**src/rtl/mul_issue_ctrl_pkg.sv**
```systemverilog
// Shared types and machine constants for the multiplier issue controller.
// Operand width, pointer widths, multiplier latency and result queue depth live here.
package mul_issue_ctrl_pkg;

    localparam int M_WIDTH            = 64;
    localparam int LG_ROB_ENTRIES     = 6;
    localparam int LG_PRF_ENTRIES     = 7;
    localparam int MUL_LAT            = 3;
    localparam int MUL_RESULT_Q_DEPTH = 4;

    typedef struct packed {
        logic                      is_signed;
        logic                      is_high;
        logic                      is_64b;
        logic [M_WIDTH-1:0]        src_A;
        logic [M_WIDTH-1:0]        src_B;
        logic [LG_ROB_ENTRIES-1:0] rob_ptr;
        logic [LG_PRF_ENTRIES-1:0] prf_ptr;
    } mul_req_t;

    typedef struct packed {
        logic [M_WIDTH-1:0]        y;
        logic [LG_ROB_ENTRIES-1:0] rob_ptr;
        logic [LG_PRF_ENTRIES-1:0] prf_ptr;
    } mul_res_t;

    // A new op may issue only if every result already owed still has a queue slot.
    function automatic logic credit_avail(input int unsigned q_count,
                                          input int unsigned inflight,
                                          input int unsigned depth);
        return (q_count + inflight) < depth;
    endfunction

endpackage

```
**src/rtl/mul_result_fifo.sv**
```systemverilog
// Circular result queue with flush; head entry read straight from registered storage.
module mul_result_fifo #(
    parameter int DEPTH = 4,
    parameter int WIDTH = 8
) (
    input  logic                   clk,
    input  logic                   reset,
    input  logic                   flush,
    input  logic                   push,
    input  logic [WIDTH-1:0]       push_data,
    input  logic                   pop,
    output logic [WIDTH-1:0]       pop_data,
    output logic [$clog2(DEPTH):0] count,
    output logic                   empty
);

    localparam int PW = $clog2(DEPTH);

    logic [WIDTH-1:0] mem_r [DEPTH];
    logic [PW-1:0]    rd_ptr_r;
    logic [PW-1:0]    wr_ptr_r;
    logic [PW:0]      count_r;
    logic             full_s;
    logic             empty_s;
    logic             push_en_s;
    logic             pop_en_s;

    assign empty_s   = (count_r == (PW+1)'(0));
    assign full_s    = (count_r == (PW+1)'(DEPTH));
    assign push_en_s = push && !full_s && !flush;
    assign pop_en_s  = pop && !empty_s && !flush;

    assign pop_data = mem_r[rd_ptr_r];
    assign count    = count_r;
    assign empty    = empty_s;

    // Pointer and occupancy tracking; pointers wrap naturally since DEPTH is a power of two.
    always_ff @(posedge clk) begin
        if (reset || flush) begin
            rd_ptr_r <= {PW{1'b0}};
            wr_ptr_r <= {PW{1'b0}};
            count_r  <= {(PW+1){1'b0}};
        end else begin
            if (push_en_s) begin
                wr_ptr_r <= wr_ptr_r + PW'(1);
            end
            if (pop_en_s) begin
                rd_ptr_r <= rd_ptr_r + PW'(1);
            end
            case ({push_en_s, pop_en_s})
                2'b10:   count_r <= count_r + (PW+1)'(1);
                2'b01:   count_r <= count_r - (PW+1)'(1);
                default: count_r <= count_r;
            endcase
        end
    end

    // Entry storage; only written into a free slot.
    always_ff @(posedge clk) begin
        if (push_en_s) begin
            mem_r[wr_ptr_r] <= push_data;
        end
    end

    mul_result_fifo_chk u_chk (
        .clk   (clk),
        .reset (reset),
        .flush (flush),
        .push  (push),
        .full  (full_s)
    );

endmodule

```
**src/rtl/mul_result_fifo_chk.sv**
```systemverilog
// Checker for the result queue: a push may never find the queue full.
module mul_result_fifo_chk (
    input logic clk,
    input logic reset,
    input logic flush,
    input logic push,
    input logic full
);

    // Credit accounting guarantees space for every push that is not flushed.
    a_no_overflow: assert property (@(posedge clk) disable iff (reset) !(push && full && !flush));

endmodule

```
**src/rtl/mul_issue_ctrl.sv**
```systemverilog
// Round-robin, credit-limited issue of two requesters onto the shared multiplier,
// with a shadow valid pipe that drops flushed results and a buffered writeback port.
module mul_issue_ctrl
    import mul_issue_ctrl_pkg::*;
#(
    parameter int Q_DEPTH = MUL_RESULT_Q_DEPTH
) (
    input  logic                      clk,
    input  logic                      reset,
    input  logic                      flush,
    input  logic                      req0_valid,
    output logic                      req0_ready,
    input  logic                      req0_is_signed,
    input  logic                      req0_is_high,
    input  logic                      req0_is_64b,
    input  logic [M_WIDTH-1:0]        req0_src_A,
    input  logic [M_WIDTH-1:0]        req0_src_B,
    input  logic [LG_ROB_ENTRIES-1:0] req0_rob_ptr,
    input  logic [LG_PRF_ENTRIES-1:0] req0_prf_ptr,
    input  logic                      req1_valid,
    output logic                      req1_ready,
    input  logic                      req1_is_signed,
    input  logic                      req1_is_high,
    input  logic                      req1_is_64b,
    input  logic [M_WIDTH-1:0]        req1_src_A,
    input  logic [M_WIDTH-1:0]        req1_src_B,
    input  logic [LG_ROB_ENTRIES-1:0] req1_rob_ptr,
    input  logic [LG_PRF_ENTRIES-1:0] req1_prf_ptr,
    output logic                      mul_go,
    output logic                      mul_is_signed,
    output logic                      mul_is_high,
    output logic                      mul_is_64b,
    output logic [M_WIDTH-1:0]        mul_src_A,
    output logic [M_WIDTH-1:0]        mul_src_B,
    output logic [LG_ROB_ENTRIES-1:0] mul_rob_ptr,
    output logic [LG_PRF_ENTRIES-1:0] mul_prf_ptr,
    input  logic [M_WIDTH-1:0]        mul_y,
    input  logic                      mul_complete,
    input  logic [LG_ROB_ENTRIES-1:0] mul_rob_ptr_out,
    input  logic [LG_PRF_ENTRIES-1:0] mul_prf_ptr_out,
    output logic                      wb_valid,
    input  logic                      wb_ready,
    output logic [M_WIDTH-1:0]        wb_y,
    output logic [LG_ROB_ENTRIES-1:0] wb_rob_ptr,
    output logic [LG_PRF_ENTRIES-1:0] wb_prf_ptr,
    output logic                      err
);

    localparam int LAT = MUL_LAT + 1;
    localparam int CW  = $clog2(Q_DEPTH) + 1;

    logic           rr_r;
    logic [LAT-1:0] shadow_r;
    logic [CW-1:0]  inflight_r;
    logic           err_r;

    logic           grant0_s;
    logic           grant1_s;
    logic           go_s;
    logic           can_issue_s;
    logic [CW-1:0]  q_count_s;
    logic           q_empty_s;
    logic           push_s;
    logic           wb_valid_s;
    mul_req_t       req0_s;
    mul_req_t       req1_s;
    mul_req_t       sel_s;
    mul_res_t       cap_s;
    mul_res_t       head_s;

    assign can_issue_s = credit_avail(32'(q_count_s), 32'(inflight_r), Q_DEPTH);

    // One grant per cycle; rr_r names the requester that wins a tie.
    always_comb begin
        grant0_s = 1'b0;
        grant1_s = 1'b0;
        if (can_issue_s && !flush && !reset) begin
            if (req0_valid && req1_valid) begin
                grant0_s = !rr_r;
                grant1_s = rr_r;
            end else begin
                grant0_s = req0_valid;
                grant1_s = req1_valid;
            end
        end else begin
            grant0_s = 1'b0;
            grant1_s = 1'b0;
        end
    end

    assign go_s       = grant0_s | grant1_s;
    assign req0_ready = grant0_s;
    assign req1_ready = grant1_s;

    assign req0_s = '{req0_is_signed, req0_is_high, req0_is_64b, req0_src_A, req0_src_B,
                      req0_rob_ptr, req0_prf_ptr};
    assign req1_s = '{req1_is_signed, req1_is_high, req1_is_64b, req1_src_A, req1_src_B,
                      req1_rob_ptr, req1_prf_ptr};
    assign sel_s  = grant1_s ? req1_s : req0_s;

    assign mul_go        = go_s;
    assign mul_is_signed = sel_s.is_signed;
    assign mul_is_high   = sel_s.is_high;
    assign mul_is_64b    = sel_s.is_64b;
    assign mul_src_A     = sel_s.src_A;
    assign mul_src_B     = sel_s.src_B;
    assign mul_rob_ptr   = sel_s.rob_ptr;
    assign mul_prf_ptr   = sel_s.prf_ptr;

    // Arbitration pointer, shadow valid pipe, in-flight credits and sticky error.
    always_ff @(posedge clk) begin
        if (reset) begin
            rr_r       <= 1'b0;
            shadow_r   <= {LAT{1'b0}};
            inflight_r <= {CW{1'b0}};
            err_r      <= 1'b0;
        end else begin
            if (go_s) begin
                rr_r <= grant0_s;
            end
            if (shadow_r[LAT-1] && !mul_complete) begin
                err_r <= 1'b1;
            end
            if (flush) begin
                shadow_r   <= {LAT{1'b0}};
                inflight_r <= {CW{1'b0}};
            end else begin
                shadow_r <= {shadow_r[LAT-2:0], go_s};
                case ({go_s, shadow_r[LAT-1]})
                    2'b10:   inflight_r <= inflight_r + CW'(1);
                    2'b01:   inflight_r <= inflight_r - CW'(1);
                    default: inflight_r <= inflight_r;
                endcase
            end
        end
    end

    // A completion without a live shadow bit belongs to a flushed or reset op.
    assign push_s = mul_complete && shadow_r[LAT-1];
    assign cap_s  = '{mul_y, mul_rob_ptr_out, mul_prf_ptr_out};

    assign wb_valid_s = !q_empty_s && !reset;

    mul_result_fifo #(
        .DEPTH (Q_DEPTH),
        .WIDTH ($bits(mul_res_t))
    ) u_fifo (
        .clk       (clk),
        .reset     (reset),
        .flush     (flush),
        .push      (push_s),
        .push_data (cap_s),
        .pop       (wb_valid_s && wb_ready),
        .pop_data  (head_s),
        .count     (q_count_s),
        .empty     (q_empty_s)
    );

    assign wb_valid   = wb_valid_s;
    assign wb_y       = head_s.y;
    assign wb_rob_ptr = head_s.rob_ptr;
    assign wb_prf_ptr = head_s.prf_ptr;
    assign err        = err_r && !reset;

endmodule

```
**config.mk**
```make
export PLATFORM = sky130hd
export DESIGN_NAME = mul_issue_ctrl
export DESIGN_NICKNAME = d
export VERILOG_FILES = /design/src/rtl/mul_issue_ctrl_pkg.sv /design/src/rtl/mul_result_fifo.sv /design/src/rtl/mul_result_fifo_chk.sv /design/src/rtl/mul_issue_ctrl.sv
export SDC_FILE = /design/constraint.sdc
export NUM_CORES = 1
export LEC_CHECK = 0
export CORE_AREA = 2 2 233 235
export DETAILED_ROUTE_END_ITERATION = 10
export DIE_AREA = 0 0 235 237
export DONT_BUFFER_PORTS = 1
export PLACE_DENSITY = 0.5
export RECOVER_POWER = 100
export SYNTH_ARGS = -nofsm -noshare
export SYNTH_HDL_FRONTEND = slang
export SYNTH_HIERARCHICAL = 1
export SYNTH_SLANG_ARGS = --single-unit
```
**constraint.sdc**
```tcl
create_clock -name clk -period 3.9 [get_ports clk]
set_clock_uncertainty 0.05 [all_clocks]
set_input_delay 1.17 -clock clk [delete_from_list [all_inputs] [get_ports clk]]
set_output_delay 1.17 -clock clk [all_outputs]
set_load 0.05 [all_outputs]
```
; ---- Yosys cells after proc, flatten, opt, wreduce, memory -nomap -nowiden
; Memories as Yosys holds them, arrays and structs flattened. A register that Yosys moved wholly into a read port is not among the register bits.
; Index checks and enable logic that the tools add are counted.
[totals]
output_inout_bits = 226
regBits = 16
mem_count = 1
elab_cells = 56
ram_bits = 308
in_bits = 372
[mem_list]
columns = memory, depth, word_bits, read_ports, rd_clocked_by_memory_dff, wr, line_no
row1 = u_fifo.mem_r, 4, 77, 1, 1, 1, mul_result_fifo.sv:19  ; logic [WIDTH-1:0] mem_r [DEPTH];
[op_classes]
n_lt_le_gt_ge = 1
n_eq_ne = 5
muxes = 11
n_addsub = 7
bitwise_logic = 1
reduce_logical = 23
[op_table]
columns = operator, count
row1 = two-way mux 144 bit, 1
row2 = logical AND 1 bit, 12
row3 = case mux 3 bit (2 select lines), 2
row4 = adder 3 x 1 -> 3 bit (second input constant), 2
row5 = zero test 1 bit, 6
row6 = two-way mux 1 bit, 6
row7 = subtractor 3 x 1 -> 3 bit (second input constant), 2
row8 = adder 2 x 1 -> 2 bit (second input constant), 2
row9 = adder 3 x 3 -> 4 bit, 1
row10 = equality test 2 x 1 -> 1 bit (second input constant), 2
row11 = equality test 2 bit (second input constant), 2
row12 = less-than comparator 4 x 3 -> 1 bit (second input constant), 1
row13 = two-way mux 2 bit, 2
row14 = nonzero test 2 bit, 2
row15 = equality test 3 bit (second input constant), 1
row16 = zero test 3 bit, 1
row17 = OR reduction 2 bit, 1
row18 = logical OR 1 bit, 1
row19 = OR 1 bit, 1

; ---- Longest topological paths before layout
; Gate-level depths: netlist of the first run.
[logic_depth]
ltp_word = 8
depth_mapped = 11
mapped_depth_nobuf = 11

; ---- Cells and area by module
; The synthesis of the first run kept the hierarchy.
[by_module_without_submodules]
columns = module, cells_per_inst, n_inst, seq_area_each_um2, area_each_um2
row1 = mul_result_fifo, 459, 1, 9429.0, 11612.4
row2 = mul_issue_ctrl, 209, 1, 180.2, 2457.4

; ---- Least setup slack after synthesis of the first run
; Ideal clock, no wire load.
[synth_path]
kind = input port to flip-flop
start = in reset
end = reg u_fifo.count_r[2], in the netlist u_fifo/count[2]
t_required_ps = 3780
setup_ps = 70
t_arrival_ps = 3939
path_slack_ps = -159
path_buffers = 1
stages = 10
path_cell_list = buf_6 -> nor2_1 -> and2_1 -> nor3b_1 -> ha_1 -> inv_1 -> fa_1 -> xor2_1 -> or3_2 -> a21oi_1
[synth_via]
elab_chain_cells = 7
elab_cells_between_ends = 10
cone_classes = 2 x eq/ne / 1 x mux / 7 x reduce/logical
[synth_rtl]
columns = item, line_no
row1 = from (decl), mul_issue_ctrl.sv:9  ; input logic reset,
row2 = zero test 1 bit (*), mul_issue_ctrl.sv:142  ; assign wb_valid_s = !q_empty_s && !reset;
row3 = logical AND 1 bit (*), mul_issue_ctrl.sv:142
row4 = net wb_valid, mul_issue_ctrl.sv:41  ; output logic wb_valid,
row5 = logical AND 1 bit (*), mul_issue_ctrl.sv:153  ; .pop (wb_valid_s && wb_ready),
row6 = logical AND 1 bit (*) (2 in series), mul_result_fifo.sv:31  ; assign pop_en_s = pop && !empty_s && !flush;
row7 = net u_fifo.pop_en_s, mul_result_fifo.sv:26  ; logic pop_en_s;
row8 = equality test 2 x 1 -> 1 bit or equality test 2 bit (tied branches), mul_result_fifo.sv:50  ; case ({push_en_s, pop_en_s})
row9 = case mux 3 bit (2 select lines) or nonzero test 2 bit (tied branches), n/a
row10 = to (signal assigned), mul_result_fifo.sv:51  ; 2'b10: count_r <= count_r + (PW+1)'(1);
row11 = to (signal assigned), mul_result_fifo.sv:52  ; 2'b01: count_r <= count_r - (PW+1)'(1);
row12 = to (signal assigned), mul_result_fifo.sv:53  ; default: count_r <= count_r;
row13 = to (decl), mul_result_fifo.sv:22  ; logic [PW:0] count_r;
; Mark *: on every way through the listed nets, which the timed path passes. The rest lies on a longest branch.
; A chain may end at the register's enable or synchronous reset.

; ---- Final worst setup path of the first run
[layout_path]
start = reg u_fifo.count_r[2], in the netlist u_fifo/count[2]
end = out mul_src_B[54]
[layout_via]
elab_chain_cells = 6
[layout_rtl]
columns = item, line_no
row1 = from (signal assigned), mul_result_fifo.sv:42  ; count_r <= {(PW+1){1'b0}};
row2 = from (signal assigned), mul_result_fifo.sv:51
row3 = from (signal assigned), mul_result_fifo.sv:52
row4 = adder 3 x 3 -> 4 bit, mul_issue_ctrl_pkg.sv:31  ; return (q_count + inflight) < depth;
row5 = less-than comparator 4 x 3 -> 1 bit, mul_issue_ctrl_pkg.sv:31
row6 = logical AND 1 bit (2 in series), mul_issue_ctrl.sv:77  ; if (can_issue_s && !flush && !reset) begin
row7 = two-way mux 1 bit, mul_issue_ctrl.sv:77
row8 = two-way mux 144 bit, mul_issue_ctrl.sv:99  ; assign sel_s = grant1_s ? req1_s : req0_s;
row9 = to (decl), mul_issue_ctrl.sv:34  ; output logic [M_WIDTH-1:0] mul_src_B,
; Every way passes these cells.

==> impl_metrics.json, run 1 <==
{
  "hp-class": "reg2reg",
  "synth_top_area_frac": 0.657,
  "crit_fanout": 14,
  "multi_input_area_um2": 4180,
  "drc": 0,
  "yosys_warnings": 6,
  "synth_async_sr_flop_share": 0,
  "start_kind": "flop",
  "p_int_mw": 5.90,
  "ant_nets": 0,
  "cts_max_level": 2,
  "worst_pin_slew_ps": 1610,
  "dr.pass1.iters": 4,
  "postSynthAreaPerCell_um2": 21.1,
  "syn_area_um2": 14100,
  "p_per_area_nw_per_um2": 474,
  "clockBufferDepth": 3,
  "fmax_mhz": 257,
  "first_global_vias": 6892,
  "syn2layout_area_growth_pct": 15.3,
  "crit_type": "reg2out",
  "final_cells": 1447,
  "clk_pin_slew_worst_paths_ps": 60,
  "layout-drive-gt1-share": 0.411,
  "die_h_um": 237,
  "ys_seq_area_frac": 0.683,
  "initialDrtViolationCount": 363,
  "fill_cells": 5177,
  "clockPowerShare": 0.424,
  "die_w_um": 235,
  "syn_nets": 1050,
  "drv_cap": 1,
  "via_count": 6863,
  "grt_start_max_net_pins": 36,
  "yosys_most_used_dff": "edfxtp_1",
  "ir_worst_vdd_uv": 247,
  "min_path_cells": 1,
  "synth_area_leaders": "edfxtp_1, mux4_2, mux2_2",
  "worstPathRequired_ps": 2680,
  "cts-root-buf": "clkbuf_16",
  "violations": "capacitance limit, slew limit",
  "ys_seq_elements": 326,
  "rows": 85,
  "final_nets": 1092,
  "regArea_um2": 9610,
  "hold_violations": 0,
  "grt_pass1_wl_mm": 59.0,
  "pwr-share-comb": 0.078,
  "dieArea_um2": 55700,
  "rsz0062_at_grt": "yes",
  "gp_congestion": 0.882,
  "synth-edff-count": 308,
  "power_switching_mw": 1.78,
  "fin_crit_ps": 3890,
  "start_util": 0.264,
  "wire_per_inst_um": 30.9,
  "grt-ovfl-total": 0,
  "p_leak_nw": 5.01,
  "antenna_found_initial": 40,
  "ioPinCount": 598,
  "yosysMostFrequentCell": "edfxtp_1",
  "synth_common_cells": "edfxtp_1, mux2_2, mux4_2",
  "p_seq_frac": 0.499,
  "slew_headroom": -0.0709,
  "r2r_cells": 5,
  "netSwitchingFraction": 0.232,
  "io_buffers": 0,
  "fin_crit_sh": 0.998,
  "grt.total_usage": 0.153,
  "setup_viol": 0,
  "synth_area_leader_cell": "edfxtp_1",
  "syn-instance-count": 668,
  "cts_buffers": 37,
  "dp_cells": 1364,
  "hpwlAfterDp_mm": 34.9,
  "cts_tree": "built",
  "yosysUniqueCellTypes": 40,
  "clk_latency_ps": 540,
  "cp-end-kind": "output pin",
  "status": "finished, violations left",
  "via_per_inst": 4.74,
  "core_area_um2": 53300,
  "setup_tns_ps": 0,
  "cts_sinks": 326,
  "postCtsHoldBufs": 0,
  "worstPathArrival_ps": 2670,
  "totalWireLength_mm": 44.8,
  "finalMaxSlewViolations": 28
}
-- power groups by stage --
stage          combinational, mW  sequential, mW  clock (mW)
5_1_grt                    0.606            3.83        3.49
2_1_floorplan              0.549            3.90           0
3_3_place_gp               0.578            3.90           0
6_report                   0.597            3.83        3.25
3_5_place_dp               0.579            3.90           0
4_1_cts                    0.586            3.83        3.35
-- final cells by class --
class,count,share of cell area
clock buffers,46,0.0605
multi-input cells,293,0.258
repair buffers,40,0.0198
clock inverters,18,0.0100
diodes,16,0.00247
well taps,696,0.0537
inverters,12,0.00278
flip-flops and latches,326,0.593
-- final timing paths --
kind                         from            endpoint  slack [ps]
hold reg to reg       shadow_r[1]         shadow_r[2]         380
setup / recovery  u_fifo/count[2]       mul_src_B[54]           9
setup reg to reg      shadow_r[3]  u_fifo/mem_r[2][5]         530
hold / removal        shadow_r[1]         shadow_r[2]         380
-- worst max-delay path, cell delays in order (launching register included) --
cell	delay, ps
dfxtp_1	400
ha_1	260
nor3_1	150
and3_4	210
and3_4	180
buf_12	160
buf_4	250
mux2_2	500
-- layer usage --
metal / GRT usage / vias up / share of wire
met1: 0.159 / 3554 / 0.34
met3: 0.0708 / 94 / 0.10
li1: - / 2846 / -
met2: 0.277 / 353 / 0.53
met4: 0.0437 / 16 / 0.024
met5: 0 / - / 0.0023
-- timing repair --
action                                  in CTS  in global routing
endpoints found under the setup margin     115                 68
pin swaps                                    1                  0
buffers inserted                             2                  0
cloned                                       1                  0
gates resized for setup                      3                 28
-- cell families after synthesis --
logic type,count (synthesis),synth area share
AO/OA/AOI/OAI,14,0.00605
XOR/XNOR,5,0.00311
adder cells (fa/ha/maj),10,0.00996
buffers and inverters,49,0.0270
flip-flops,326,0.683
multiplexers,223,0.253
AND/OR/NAND/NOR,41,0.0179
-- placed cells by master (no fill, tap or decap), types with 5 or more instances in the layout --
cell / Yosys / layout
buf_4: 9 / 11
mux4_2: 77 / 77
edfxtp_1: 308 / 308
mux2_4: 49 / 78
nor3_1: 5 / 5
inv_1: 12 / 12
dfxtp_1: 18 / 16
clkbuf_16: 0 / 38
ha_1: 8 / 8
mux2_2: 95 / 66
a21oi_1: 8 / 8
clkbuf_2: 1 / 7
diode_2: 0 / 16
clkinv_1: 0 / 10
clkbuf_1: 5 / 23
nor2_1: 8 / 7
-- registers in the layout, summed over array words and instances, names as in the netlist, named ones only --
signal and count:
err_r 1, inflight_r 3, rr_r 1, shadow_r 4, u_fifo/count 3, u_fifo/mem_r 308
u_fifo/rd_ptr_r 2, u_fifo/wr_ptr_r 2
-- through the flow --
step                      instance area, um^2  utilization  hold slack (ps)  setup slack [ps]  power (mW)
after global placement                  15100        0.283              361             -7.72        4.48
after CTS                               16300        0.306              384             -6.81        7.77
final                                   16200        0.304              384              8.76        7.68
after floorplan                         14100            -              356              98.4        4.45
after detailed placement                15100        0.283              371             -21.7        4.48
after global routing                    16200        0.304              421             -75.5        7.93
No activity file was read; power rests on OpenSTA's default activity.
==> run 2, diff against run 1 <==
==> constraint.sdc (replaced) <==
create_clock -name clk -period 3.9 [get_ports clk]
set_clock_uncertainty 0.05 [all_clocks]
set_input_delay 1.17 -clock clk [delete_from_list [all_inputs] [get_ports clk]]
set_output_delay 1.17 -clock clk [all_outputs]
set_load 0.1 [all_outputs]
==> impl_metrics.json, run 2 (synthesis gave the netlist of run 1 again) <==
{
  "r2r-end": "u_fifo/count[2]",
  "clockBufferDepth": 3,
  "dr.pass1.iters": 4,
  "status": "complete, no violations",
  "min_path_cells": 1,
  "setup_viol": 0,
  "via_per_inst": 4.75,
  "whs_endpoint": "shadow_r[1]",
  "reg_top3": "u_fifo/mem_r x308, shadow_r x4",
  "cts_tree": "built",
  "layout-drive-gt1-share": 0.507,
  "grt-ovfl-total": 0,
  "rsz0062_at_grt": "yes",
  "cts_buffers": 37,
  "drc": 0,
  "mostFrequentLayoutCell": "edfxtp_1",
  "drv_cap": 0,
  "cts-root-buf": "clkbuf_16",
  "io_buffers": 0,
  "grt.total_usage": 0.162,
  "antenna_found_initial": 38,
  "largest_register": "u_fifo/mem_r",
  "p_per_area_nw_per_um2": 456,
  "regToRegSetupSlack_ps": 1200,
  "grt_start_max_net_pins": 78,
  "ant_nets": 0,
  "hp-start": "shadow_r[0]",
  "postCtsHoldBufs": 0,
  "totalWireLength_mm": 47.3,
  "cp-end-kind": "output pin",
  "critPathSlowestCell": "mux2_2",
  "die_h_um": 237,
  "p_leak_nw": 5.92,
  "fin_crit_sh": 0.995,
  "clk_latency_ps": 530,
  "wire_per_inst_um": 31.4,
  "grt_pass1_wl_mm": 62.3,
  "r2r-start": "u_fifo/count[1]",
  "dieArea_um2": 55700,
  "crit_chain": "nor2_4 -> and3_4 -> and3_4 -> bufbuf_16 -> mux2_2 -> buf_12",
  "cp_common_cell": "and3_4",
  "r2r_cells": 12,
  "cts_sinks": 326,
  "start_kind": "input pin",
  "cts_max_level": 2,
  "die_w_um": 235,
  "hpwlAfterDp_mm": 35.5,
  "slew_headroom": 0.586,
  "ioPinCount": 598,
  "finalMaxSlewViolations": 0,
  "worstPathRequired_ps": 2680,
  "via_count": 7170,
  "final_nets": 1170,
  "fmax_mhz": 258,
  "crit_type": "in2out",
  "final_cells": 1510,
  "worst_hold_slack_ps": 379,
  "gp_congestion": 0.932,
  "initialDrtViolationCount": 301,
  "rows": 85,
  "worstPathArrival_ps": 2660,
  "final_cell_mix": "edfxtp_1, mux2_4, buf_12",
  "syn2layout_area_growth_pct": 29.1,
  "ir_worst_vdd_uv": 246,
  "worst_pin_slew_ps": 622,
  "largest_reg_flops": 308,
  "first_global_vias": 7282,
  "crit_fanout": 19,
  "fin_crit_ps": 3880,
  "cpPeakStageDelay_ps": 390,
  "core_area_um2": 53300,
  "dp_cells": 1436,
  "hold_violations": 0,
  "start_util": 0.264,
  "clk_pin_slew_worst_paths_ps": 50,
  "hp-class": "reg2reg",
  "setup_tns_ps": 0
}
## run 2: timing repair
action / in CTS / in global routing
pin swaps: 1 / 1
resized for setup: 8 / 56
setup endpoints to repair: 101 / 112
cloned: 3 / 3
setup buffers: 0 / 3
## run 2: cell type report
type | count | area [um^2]
Antenna cell | 6 | 15.0
Clock buffer | 46 | 1000
Clock inverter | 13 | 98.8
Fill cell | 4991 | 35100
Inverter | 12 | 45.0
Multi-Input combinational cell | 293 | 4280
Sequential cell | 326 | 9630
Tap cell | 696 | 871
Timing Repair Buffer | 118 | 2220
## run 2: worst max-delay path, delay by kind of cell
kind | cells | cell delay (ps)
and+or+nand+nor | 3 | 540
muxes | 1 | 390
buffers and inverters | 2 | 530
## run 2: metal layers
layer / up-vias / global-route usage / part of all wire
li1: 2983 / - / -
met1: 3643 / 0.175 / 0.35
met2: 374 / 0.255 / 0.47
met3: 116 / 0.104 / 0.13
met4: 54 / 0.0606 / 0.036
met5: - / 0 / 0.0072
## run 2: per-stage QoR
stage / power (mW) / util / worst slack [ps] / cell area [um^2]
5_1_grt: 8.57 / 0.341 / -70.6 / 18200
4_1_cts: 8.39 / 0.335 / -57.3 / 17800
2_1_floorplan: 4.84 / - / -301 / 14100
3_3_place_gp: 5.15 / 0.311 / -32.9 / 16600
3_5_place_dp: 5.15 / 0.311 / -65.1 / 16600
6_report: 8.28 / 0.341 / 18.5 / 18200
## run 2: power breakdown
part	internal, mW	total [mW]	leakage [nW]	switching, mW
Sequential	3.83	3.83	2.92	0.00128
Combinational	0.373	1.28	2.46	0.910
Clock	1.88	3.17	0.540	1.29
## run 2: worst max path at each step
stage          depth (start not counted)              end  slack, ps       startpoint
6_report                               6    mul_src_B[41]         20            flush
3_5_place_dp                           7    mul_src_A[15]        -70            flush
3_3_place_gp                           7    mul_is_signed        -30            flush
2_1_floorplan                         10  u_fifo/count[2]       -300            reset
5_1_grt                                7    mul_src_B[37]        -70  u_fifo/count[2]
4_1_cts                                7    mul_src_A[35]        -60    inflight_r[2]
==> run 3, diff against run 2 <==
--- a/config.mk
+++ b/config.mk
@@ -10,7 +10,6 @@
 export DIE_AREA = 0 0 235 237
 export DONT_BUFFER_PORTS = 1
 export PLACE_DENSITY = 0.5
-export RECOVER_POWER = 100
 export SYNTH_ARGS = -nofsm -noshare
 export SYNTH_HDL_FRONTEND = slang
 export SYNTH_HIERARCHICAL = 1
==> impl_metrics.json, run 3 (synthesis gave the netlist of run 1 again) <==
{
  "regArea_um2": 9630,
  "start_util": 0.264,
  "ioPinCount": 598,
  "stdcell_area_um2": 18200,
  "largest_reg_flops": 308,
  "first_global_vias": 7282,
  "via_per_inst": 4.75,
  "final_cells": 1510,
  "core_area_um2": 53300,
  "crit_fanout": 19,
  "setup_tns_ps": 0,
  "slew_headroom": 0.586,
  "via_count": 7168,
  "gp_congestion": 0.932,
  "p_total_mw": 8.29,
  "regToRegSetupSlack_ps": 1190,
  "r2r-start": "u_fifo/count[1]",
  "io_buffers": 0,
  "setup_viol": 0,
  "multi_input_area_um2": 4280,
  "clk_latency_ps": 530,
  "totalWireLength_mm": 47.4,
  "rows": 85,
  "hp-class": "reg2reg",
  "die_h_um": 237,
  "syn2layout_area_growth_pct": 29.1,
  "worst_pin_slew_ps": 622,
  "p_leak_nw": 5.92,
  "fin_crit_sh": 0.996,
  "cts_tree": "built",
  "cts_sinks": 326,
  "cts_buffers": 37,
  "final_nets": 1170,
  "ant_nets": 0,
  "final_cell_mix": "edfxtp_1, mux2_4, buf_12",
  "crit_type": "in2out",
  "grt-ovfl-total": 0,
  "clockBufferDepth": 3,
  "die_w_um": 235,
  "worstPathArrival_ps": 2660,
  "hpwlAfterDp_mm": 35.5,
  "drv_cap": 0,
  "grt.total_usage": 0.162,
  "finalMaxSlewViolations": 0,
  "r2r-end": "u_fifo/count[2]",
  "p_per_area_nw_per_um2": 456,
  "grt_start_max_net_pins": 78,
  "endpoint": "mul_src_B[41]",
  "cts-root-buf": "clkbuf_16",
  "dr.pass1.iters": 4,
  "fin_crit_ps": 3880,
  "grt_pass1_wl_mm": 62.3,
  "wire_per_inst_um": 31.4,
  "dieArea_um2": 55700,
  "reg_top3": "u_fifo/mem_r x308, shadow_r x4",
  "antenna_found_initial": 38,
  "initialDrtViolationCount": 301,
  "ir_worst_vdd_uv": 246,
  "rsz0062_at_grt": "yes",
  "start_kind": "input pin",
  "layout-drive-gt1-share": 0.507,
  "largest_register": "u_fifo/mem_r",
  "mostFrequentLayoutCell": "edfxtp_1",
  "cp-end-kind": "output pin",
  "drc": 0,
  "clk_pin_slew_worst_paths_ps": 50,
  "place_area_um2": 16600,
  "fmax_mhz": 258,
  "worstPathRequired_ps": 2680,
  "startpoint": "flush",
  "hold_violations": 0,
  "dp_cells": 1436,
  "status": "complete, no violations",
  "fill_cells": 4991,
  "cts_max_level": 2,
  "r2r_cells": 12
}
==> run 3: how the worst min path moves through the flow <==
| stage | startpoint | end | slack (ps) | cells past startpoint |
|---|---|---|---|---|
| after floorplan | shadow_r[0] | shadow_r[1] | 360 | 1 |
| after global placement | shadow_r[0] | shadow_r[1] | 360 | 1 |
| after detailed placement | shadow_r[1] | shadow_r[2] | 370 | 1 |
| after CTS | shadow_r[1] | shadow_r[2] | 380 | 1 |
| after global routing | shadow_r[0] | shadow_r[1] | 390 | 1 |
| final | shadow_r[0] | shadow_r[1] | 380 | 1 |
==> run 3: cell type report <==
class                      instances  share of cell area
tap                              696              0.0480
multi-input combinational        293               0.236
clock inverter                    13             0.00544
timing repair buffer             118               0.122
antenna                            6            0.000827
inverter                          12             0.00248
clock buffer                      46              0.0552
sequential                       326               0.530
==> run 3: metal layers <==
layer	wire length (um)	share of wire	vias to the layer above	global-route usage
met4	1700	0.036	54	0.0606
met1	16600	0.35	3643	0.175
met5	342	0.0072	-	0
met2	22400	0.47	372	0.255
met3	6370	0.13	116	0.104
li1	-	-	2983	-
==> run 3: report_power, final <==
part / internal [mW] / switching [mW]
clock: 1.88 / 1.30
combinational: 0.373 / 0.910
sequential: 3.83 / 0.00128
total: 6.08 / 2.21
==> run 3: per-stage QoR <==
step,util,setup WS [ps],hold slack [ps]
detailed placement,0.311,-65.1,373
finish,0.341,17.5,379
floorplan,-,-301,356
global placement,0.311,-32.9,360
global route,0.341,-70.6,391
CTS,0.335,-57.3,385
==> run 3: critical path, stage by stage <==
cell and delay, ps:
nor2_4 90, and3_4 180, and3_4 270, bufbuf_16 360, mux2_2 390, buf_12 170
==> run 3: repair_timing <==
item	in CTS	in global routing
pin swaps	1	1
hold buffers	0	0
setup buffers	0	3
gates resized for setup	8	56
cloned	3	3
setup endpoints to repair	101	112
